$ cat src/rtl/siso_prbs_checker_sat_counter.sv
// sat_counter: counter that holds at all-ones; clr wins over inc
module sat_counter #(
  parameter int W = 8
) (
  input  logic         clk,
  input  logic         rst,
  input  logic         inc,
  input  logic         clr,
  output logic [W-1:0] q
);
  logic sat;
  assign sat = &q;
  always_ff @(posedge clk or posedge rst)
    if (rst) q <= '0;
    else if (clr) q <= '0;
    else if (inc && !sat) q <= q + 1'b1;
endmodule

$ cat config.mk
export PLATFORM = sky130hd
export DESIGN_NAME = sat_counter
export DESIGN_NICKNAME = d
export VERILOG_FILES = /design/src/rtl/siso_prbs_checker_sat_counter.sv
export SDC_FILE = /design/constraint.sdc
export NUM_CORES = 1
export LEC_CHECK = 0
export ABC_AREA = 1
export CELL_PAD_IN_SITES_DETAIL_PLACEMENT = 0
export CELL_PAD_IN_SITES_GLOBAL_PLACEMENT = 1
export CORE_MARGIN = 2
export CORE_UTILIZATION = 32
export DETAILED_ROUTE_END_ITERATION = 7
export GPL_TIMING_DRIVEN = 0
export MAX_ROUTING_LAYER = met4
export PLACE_DENSITY_LB_ADDON = 0.1
export SLEW_MARGIN = 20
export SYNTH_ARGS = -nofsm -noshare
export SYNTH_HDL_FRONTEND = slang
export SYNTH_SLANG_ARGS = --single-unit
$ cat constraint.sdc
create_clock -name clk -period 1.52 [get_ports clk]
set_input_delay 0.152 -clock clk [delete_from_list [all_inputs] [get_ports clk]]
set_output_delay 0.152 -clock clk [all_outputs]
set_load 0.005 [all_outputs]
* Word-level counts from Yosys, hierarchy flattened
Cells that the tools add are included.
** Storage, ports and cells
- Bits of input ports :: 4
- Logic and storage cells :: 8
- Register bits after elaboration :: 8
- Output and inout port bits :: 8
** Cells by class
- Muxes and demuxes :: 2
- Reductions and logical operators :: 4
- Add/subtract/negate cells :: 1
** Operators by type and width (count)
- $mux W8 :: 2
- $add A8 B1 Y8 const B :: 1
- $reduce_and A8 Y1 :: 1
- $reduce_bool A2 Y1 :: 1
- $logic_and A1 B1 Y1 :: 1
- $logic_not A1 Y1 :: 1

* Depth between registers and ports, before layout
Gate-level depths: netlist of the first run.
- Depth after elaboration :: 5
- Mapped depth :: 9
- Depth with buffers taken out :: 9

* Least setup slack after synthesis of the first run
Ideal clock, no wire load.
- Path type :: register -> register
- Start point :: register q[0]
- End point :: register q[0]
- Stages on the path, launching flop included :: 7
- Arrival time :: 1.166 ns
- Setup time :: 0.076 ns
- Path slack :: 0.277 ns
- Clock period less this slack :: 1.243 ns
- Path buffers :: 0
- Cells stage by stage :: dfrtp_1 > ha_1 > nand2_2 > nor2_2 > a21oi_1 > nand3_1 > o21ai_1
** On the way
- Longest elaborated chain between the ends :: 4
- Elaborated cells between the ends (all ways) :: 7
- Those cells by class :: 1 x add/sub; 2 x mux; 4 x reduce/logical
** RTL lines
- from (decl) :: RTL line 9 : output logic [W-1:0] q
- from (signal assigned) :: RTL line 16 : else if (inc && !sat) q <= q + 1'b1;
- branches (longest 4 deep; another with $add A8 B1 Y8)
Several ways; the timed one is not identified. The select of a mux whose other input is x is not followed.
A chain may end at the register's enable or synchronous reset.

* Final worst setup path of the first run
- Start point :: register q[3]
- End point :: output port q[3]
No word-level cell between the ends.

==> run_summary.xml, run 1 <==
<?xml version="1.0" encoding="UTF-8"?>
<metrics>
  <group name="final_layout">
    <metric name="largest_register" unit="">q</metric>
    <metric name="syn2layout_area_growth" unit="%">32.5</metric>
    <metric name="antenna-diode-count" unit="">0</metric>
    <metric name="layout.nets" unit="">89</metric>
    <metric name="final_layout_size_suffix_gt1_share" unit="%">12.2</metric>
    <metric name="largest_registers" unit="">q x8</metric>
    <metric name="largest_register_ff_count" unit="">8</metric>
  </group>
  <group name="clock_tree">
    <metric name="holdBufCountCts" unit="">0</metric>
    <metric name="cts_setup_buffers" unit="">0</metric>
    <metric name="clockBufferDepth" unit="">2</metric>
    <metric name="cts.root.buffer_cell" unit="">sky130_fd_sc_hd__clkbuf_4</metric>
    <metric name="clkSinkCount" unit="">8</metric>
    <metric name="htree_depth" unit="">1</metric>
    <metric name="clk_pin_slew" unit="ns">0.06</metric>
    <metric name="clkLatencyLatePin" unit="ns">0.26</metric>
    <metric name="cts_buffers" unit="">3</metric>
    <metric name="cts_tree" unit="">done</metric>
  </group>
  <group name="grt">
    <metric name="antenna_found_initial" unit="">0</metric>
    <metric name="globalRoute.totalOverflow" unit="">0</metric>
    <metric name="groute.usage.overall" unit="%">15.2</metric>
    <metric name="maximum_number_of_pins_on_one_net_before_global_route_repair" unit="">9</metric>
    <metric name="via_count_of_the_first_global_routing_pass" unit="">457</metric>
    <metric name="wire_length_of_the_first_global_routing_pass" unit="um">1930</metric>
  </group>
  <group name="setup_path">
    <metric name="reg2reg_to" unit="">q[7]</metric>
    <metric name="setup.worst_path.end_class" unit="">output pin</metric>
    <metric name="type_of_element_launching_the_critical_path" unit="">flip-flop</metric>
    <metric name="critical_path_arrival" unit="ns">1.24</metric>
    <metric name="cp-endpoint" unit="">q[3]</metric>
    <metric name="critical_path_cell_with_the_highest_stage_delay" unit="">sky130_fd_sc_hd__clkdlybuf4s50_1</metric>
    <metric name="data_required_time_of_the_worst_path" unit="ns">1.37</metric>
    <metric name="timing.critical_path.cells" unit="">clkdlybuf4s50_1</metric>
    <metric name="critical_path.reg2reg.startpoint" unit="">q[1]</metric>
    <metric name="cp_num_buf_inv" unit="">1</metric>
    <metric name="rrSetupSlack" unit="ns">0.18</metric>
    <metric name="crit_path_max_fanout" unit="">5</metric>
    <metric name="worst_path_dominant_cell_family" unit="">buffers and inverters</metric>
    <metric name="timing_worst_setup_path_type" unit="">reg2out</metric>
    <metric name="path_depth" unit="">1</metric>
    <metric name="critical_path.startpoint" unit="">q[3]</metric>
    <metric name="reg2regPathDepth" unit="">9</metric>
    <metric name="critPathMaxStageDelay" unit="ns">0.54</metric>
  </group>
  <group name="die">
    <metric name="die_w" unit="um">42.8</metric>
    <metric name="initial_core_util" unit="%">33.1</metric>
    <metric name="fp.dieArea" unit="um2">1830</metric>
    <metric name="ios" unit="">12</metric>
    <metric name="fp.dieH" unit="um">42.8</metric>
    <metric name="rows" unit="">14</metric>
    <metric name="core_area" unit="um2">1450</metric>
  </group>
  <group name="timing">
    <metric name="fin_setup_tns" unit="ns">0</metric>
    <metric name="finalSetupViolCount" unit="">0</metric>
    <metric name="timing.final.hold_violations" unit="">0</metric>
    <metric name="final.setup.worst_slack" unit="ns">0.130</metric>
    <metric name="period_minus_slack" unit="ns">1.39</metric>
    <metric name="fmaxAchievable" unit="GHz">0.719</metric>
    <metric name="maxSlewViolCount" unit="">0</metric>
    <metric name="slew_headroom" unit="%">78.3</metric>
    <metric name="setup_skew_after_layout" unit="ns">0.000720</metric>
    <metric name="max_slew.worst_pin.slew" unit="ns">0.325</metric>
    <metric name="setup_repair_after_global_routing_missed_its_margin" unit="">false</metric>
    <metric name="layout_worst_path_cycle_share" unit="%">91.5</metric>
  </group>
  <group name="synth">
    <metric name="synth_largest_area_cell" unit="">sky130_fd_sc_hd__dfrtp_1</metric>
    <metric name="syn_area_per_cell" unit="um2">7.08</metric>
    <metric name="synth.top_cell.area_share" unit="%">41.6</metric>
    <metric name="post_synth_num_cell_types" unit="">16</metric>
    <metric name="synth_seq_cells" unit="">8</metric>
    <metric name="post_synth_instance_area" unit="um2">482</metric>
    <metric name="synth.top_cells.by_area" unit="">sky130_fd_sc_hd__dfrtp_1 42%, sky130_fd_sc_hd__nand2_1 15%, sky130_fd_sc_hd__inv_1 7.8%</metric>
    <metric name="synth-seq-area-share" unit="%">41.6</metric>
    <metric name="syn_inst" unit="">68</metric>
    <metric name="postSynthNetCount" unit="">73</metric>
    <metric name="synth-warning-count" unit="">0</metric>
  </group>
  <group name="detailed_routing">
    <metric name="drtAntennaViolNets" unit="">0</metric>
    <metric name="routed_wirelength" unit="um">1100</metric>
    <metric name="detail_route.iter0.violations" unit="">6</metric>
    <metric name="detail_route.drc_violations" unit="">0</metric>
    <metric name="detail_route.wl_per_cell" unit="um">11.2</metric>
    <metric name="vias_per_cell" unit="">4.81</metric>
    <metric name="dr.pass1.iters" unit="">4</metric>
    <metric name="via_count" unit="">471</metric>
  </group>
  <group name="power">
    <metric name="pwr_density_cell" unit="nW/um2">700</metric>
    <metric name="sequentialPowerShare" unit="%">50.2</metric>
    <metric name="power_switching" unit="uW">114</metric>
    <metric name="power.clock.fraction" unit="%">38.3</metric>
    <metric name="combPwrFrac" unit="%">11.6</metric>
    <metric name="intPower" unit="uW">333</metric>
    <metric name="static-leakage-power" unit="uW">0.000308</metric>
    <metric name="switch_share" unit="%">25.5</metric>
    <metric name="irDropWorstVdd" unit="mV">0.419</metric>
  </group>
  <group name="flow_run">
    <metric name="max_cap_viol_count" unit="">0</metric>
  </group>
  <group name="min_path">
    <metric name="hold_path_class" unit="">in2async</metric>
  </group>
  <group name="placed_design">
    <metric name="gpl.final_weighted_congestion" unit="">0.731</metric>
    <metric name="numPortBuffers" unit="">11</metric>
    <metric name="place_worst_setup_slack" unit="ns">0.0890</metric>
    <metric name="hpwlAfterDp" unit="um">865</metric>
  </group>
  <group name="outcome">
    <metric name="outcome" unit="">complete, no violations</metric>
  </group>
</metrics>
-- power groups by stage --
stage,Sequential (uW),Clock (uW),Combinational [uW]
after floorplan,227,0,25.4
after global placement,228,0,53.4
after detailed placement,228,0,52.0
after CTS,224,175,52.5
after global routing,225,184,58.6
final,224,171,51.7
-- logic make-up (layout without fill, tap and decap cells) --
family / count (synthesis) / in the layout / synth area share, %
flops: 8 / 8 / 41.6
xor+xnor: 1 / 1 / 1.82
fa+ha+maj: 1 / 1 / 2.60
compound gates: 10 / 10 / 10.6
simple gates: 37 / 37 / 34.5
buf+inv: 11 / 25 / 8.83
-- through the flow --
stage               hold slack (ns)  area, um2  util [%]  std cells  power [uW]
CTS                           0.158        634      43.6         98         452
global placement              0.435        612      42.1         95         281
finish                        0.141        638      43.9         98         447
global route                  0.208        638      43.9         98         467
detailed placement            0.437        612      42.1         95         280
floorplan                   -0.0323        482         -         68         253
-- what timing repair did --
action	CTS	global route
resized for setup	0	1
endpoints found under the setup margin	0	4
endpoints found under the hold margin	0	0
-- cells in the final DEF, fill, tap and decap left out, types with 2 or more instances in the layout --
cell                              count
sky130_fd_sc_hd__clkdlybuf4s50_1     11
sky130_fd_sc_hd__nand2_1             19
sky130_fd_sc_hd__nand2_2              3
sky130_fd_sc_hd__dfrtp_1              8
sky130_fd_sc_hd__a21oi_1              4
sky130_fd_sc_hd__nor2_1               6
sky130_fd_sc_hd__o21ai_0              2
sky130_fd_sc_hd__clkbuf_4             3
sky130_fd_sc_hd__inv_1               10
sky130_fd_sc_hd__nand3_1              6
sky130_fd_sc_hd__o21ai_1              2
-- layout make-up --
cell class              instances  area, um2
fillers                       162        816
multi-input cells              49        243
flip-flops and latches          8        200
repair buffers                 11        110
inverters                      11       42.5
clock buffers                   3       22.5
well taps                      16       20.0
-- worst min path at each step --
stage | start | end | slack [ns] | cells after the start
final | rst | q[2] | 0.14 | 2
after global routing | rst | q[2] | 0.21 | 2
after CTS | rst | q[2] | 0.16 | 2
after detailed placement | rst | q[2] | 0.44 | 2
after global placement | rst | q[2] | 0.44 | 2
after floorplan | rst | q[0] | -0.03 | 1
-- metal layers --
metal	vias to the layer above	track usage [%]	part of all wire [%]
li1	245	-	-
met1	208	17.4	48
met2	14	22.7	46
met3	4	3.83	4.5
met4	0	11.3	1.9
met5	-	-	0
-- synth_stat cells, drive strengths merged --
cell type	n
nor2	7
o21ai	4
dfrtp	8
clkinv	1
a21oi	5
inv	10
o22ai	1
xor2	1
nand3	6
nand4	1
nand2	23
ha	1
Note: power is estimated with default switching activity, not from simulation.
==> run 2: changes to the inputs <==
CELL_PAD_IN_SITES_DETAIL_PLACEMENT = 1   (was 0)
CELL_PAD_IN_SITES_GLOBAL_PLACEMENT = 2   (was 1)
CORE_ASPECT_RATIO = 1.4   (was unset)
CORE_UTILIZATION = 24   (was 32)
==> run_summary.xml, run 2 (synthesis results as in run 1) <==
<?xml version="1.0" encoding="UTF-8"?>
<metrics>
  <group name="outcome">
    <metric name="outcome" unit="">complete, no violations</metric>
  </group>
  <group name="grt">
    <metric name="globalRoute.totalOverflow" unit="">0</metric>
    <metric name="groute.usage.overall" unit="%">15.1</metric>
    <metric name="via_count_of_the_first_global_routing_pass" unit="">585</metric>
    <metric name="wire_length_of_the_first_global_routing_pass" unit="um">2550</metric>
    <metric name="global_route.usage.met3" unit="%">3.16</metric>
    <metric name="groute.layer.met2.usage" unit="%">23.9</metric>
    <metric name="grt_busiest_layer" unit="">met2</metric>
    <metric name="maximum_number_of_pins_on_one_net_before_global_route_repair" unit="">9</metric>
    <metric name="grtUsageMet1" unit="%">17.1</metric>
    <metric name="antenna_found_initial" unit="">0</metric>
  </group>
  <group name="power">
    <metric name="static-leakage-power" unit="uW">0.000308</metric>
    <metric name="power.clock.fraction" unit="%">38.8</metric>
    <metric name="pwr_density_cell" unit="nW/um2">706</metric>
    <metric name="intPower" unit="uW">333</metric>
    <metric name="switch_share" unit="%">26.7</metric>
    <metric name="power_switching" unit="uW">122</metric>
    <metric name="sequentialPowerShare" unit="%">49.3</metric>
    <metric name="irDropWorstVdd" unit="mV">0.429</metric>
    <metric name="combPwrFrac" unit="%">11.9</metric>
  </group>
  <group name="die">
    <metric name="fp.dieH" unit="um">57.0</metric>
    <metric name="fp.dieArea" unit="um2">2390</metric>
    <metric name="die_w" unit="um">41.9</metric>
    <metric name="core_area" unit="um2">1930</metric>
    <metric name="ios" unit="">12</metric>
    <metric name="initial_core_util" unit="%">25.0</metric>
    <metric name="rows" unit="">19</metric>
  </group>
  <group name="detailed_routing">
    <metric name="detail_route.iter0.violations" unit="">4</metric>
    <metric name="vias_per_cell" unit="">4.93</metric>
    <metric name="drtAntennaViolNets" unit="">0</metric>
    <metric name="dr.pass1.iters" unit="">2</metric>
    <metric name="detail_route.drc_violations" unit="">0</metric>
    <metric name="via_count" unit="">508</metric>
    <metric name="routed_wirelength" unit="um">1380</metric>
    <metric name="detail_route.wl_per_cell" unit="um">13.4</metric>
  </group>
  <group name="final_layout">
    <metric name="largest_register" unit="">q</metric>
    <metric name="final_layout_size_suffix_gt1_share" unit="%">12.2</metric>
    <metric name="layout_commonest_cell" unit="">sky130_fd_sc_hd__nand2_1</metric>
    <metric name="largest_register_ff_count" unit="">8</metric>
    <metric name="antenna-diode-count" unit="">0</metric>
    <metric name="final_core_utilization" unit="%">33.5</metric>
    <metric name="largest_registers" unit="">q x8</metric>
    <metric name="layout_common_cells" unit="">19 x sky130_fd_sc_hd__nand2_1, 11 x sky130_fd_sc_hd__clkdlybuf4s50_1, 10 x sky130_fd_sc_hd__inv_1, 8 x sky130_fd_sc_hd__dfrtp_1</metric>
    <metric name="layout.nets" unit="">89</metric>
    <metric name="syn2layout_area_growth" unit="%">33.8</metric>
  </group>
  <group name="placed_design">
    <metric name="numPortBuffers" unit="">11</metric>
    <metric name="hpwlAfterDp" unit="um">1070</metric>
    <metric name="gpl.final_weighted_congestion" unit="">0.731</metric>
  </group>
  <group name="timing">
    <metric name="period_minus_slack" unit="ns">1.40</metric>
    <metric name="maxSlewViolCount" unit="">0</metric>
    <metric name="finalSetupViolCount" unit="">0</metric>
    <metric name="setup_skew_after_layout" unit="ns">0.00647</metric>
    <metric name="fin_setup_tns" unit="ns">0</metric>
    <metric name="layout_worst_path_cycle_share" unit="%">91.9</metric>
    <metric name="timing.final.hold_violations" unit="">0</metric>
    <metric name="max_slew.worst_pin.slew" unit="ns">0.330</metric>
    <metric name="slew_headroom" unit="%">78.0</metric>
    <metric name="fmaxAchievable" unit="GHz">0.716</metric>
    <metric name="setup_repair_after_global_routing_missed_its_margin" unit="">false</metric>
  </group>
  <group name="clock_tree">
    <metric name="htree_depth" unit="">1</metric>
    <metric name="clk_pin_slew" unit="ns">0.06</metric>
    <metric name="clkSinkCount" unit="">8</metric>
    <metric name="holdBufCountCts" unit="">0</metric>
    <metric name="cts_buffers" unit="">3</metric>
    <metric name="cts.root.buffer_cell" unit="">sky130_fd_sc_hd__clkbuf_4</metric>
    <metric name="cts_setup_buffers" unit="">0</metric>
    <metric name="cts_tree" unit="">done</metric>
    <metric name="postcts_resize_cnt" unit="">0</metric>
    <metric name="clockBufferDepth" unit="">2</metric>
    <metric name="clkLatencyLatePin" unit="ns">0.27</metric>
  </group>
  <group name="setup_path">
    <metric name="type_of_element_launching_the_critical_path" unit="">flip-flop</metric>
    <metric name="crit_path_max_fanout" unit="">6</metric>
    <metric name="critPathMaxStageDelay" unit="ns">0.42</metric>
    <metric name="critical_path_cell_with_the_highest_stage_delay" unit="">sky130_fd_sc_hd__dfrtp_1</metric>
    <metric name="data_required_time_of_the_worst_path" unit="ns">1.68</metric>
    <metric name="timing.critical_path.mode_cell" unit="">sky130_fd_sc_hd__nand2_1</metric>
    <metric name="timing.critical_path.cells" unit="">ha_1 &gt; nand2_2 &gt; nor2_2 &gt; nand2_1 &gt; nand2_2 &gt; nand2_4 &gt; clkinv_2 &gt; nand2_1 &gt; nand2_1</metric>
    <metric name="setup.worst_path.end_class" unit="">flip-flop</metric>
    <metric name="timing_worst_setup_path_type" unit="">reg2reg</metric>
    <metric name="critical_path_arrival" unit="ns">1.55</metric>
  </group>
  <group name="min_path">
    <metric name="hold_path_class" unit="">in2async</metric>
  </group>
  <group name="flow_run">
    <metric name="max_cap_viol_count" unit="">0</metric>
  </group>
</metrics>
run 2: worst max-delay path: cells and delay by family (launching register included):
kind	cells	cell delay [ns]
adder cells (fa/ha/maj)	1	0.24
buffers and inverters	1	0.10
flip-flops	1	0.42
AND/OR/NAND/NOR	7	0.52
run 2: final cells by class:
cell class	count	area [um2]
fillers	235	1280
multi-input cells	49	243
flip-flops and latches	8	200
repair buffers	11	110
inverters	11	42.5
well taps	21	26.3
clock buffers	3	22.5
run 2: path summary, 6_finish.rpt:
check | end | startpoint | depth (start not counted) | slack, ns
max | q[3] | q[0] | 9 | 0.12
min | q[1] | rst | 2 | 0.13
max reg2reg | q[3] | q[0] | 9 | 0.12
min reg2reg | q[7] | q[7] | 2 | 0.54
max in group asynchronous | q[3] | rst | 2 | 1.14
min in group clk | q[7] | q[7] | 2 | 0.54
run 2: power by group through the flow:
stage	clock [uW]	combinational [uW]	sequential (uW)
6_report	176	54.1	224
5_1_grt	191	60.9	225
4_1_cts	180	55.0	224
3_5_place_dp	0	54.6	228
3_3_place_gp	0	55.0	228
2_1_floorplan	0	25.4	227
run 2: stage by stage:
stage / instance area (um2) / total power [uW] / setup WS (ns) / cells / hold WS, ns
floorplan: 482 / 253 / 0.277 / 68 / -0.0323
finish: 644 / 455 / 0.123 / 103 / 0.133
detailed placement: 618 / 283 / 0.0259 / 100 / 0.438
CTS: 641 / 460 / 0.00752 / 103 / 0.154
global route: 644 / 477 / 0.00392 / 103 / 0.157
global placement: 618 / 283 / 0.0414 / 100 / 0.435
run 2: metal layers:
metal / vias up / part of all wire [%]
met5: - / 0
met4: 0 / 3.8
met3: 5 / 3.8
met2: 10 / 47
met1: 248 / 45
li1: 245 / -
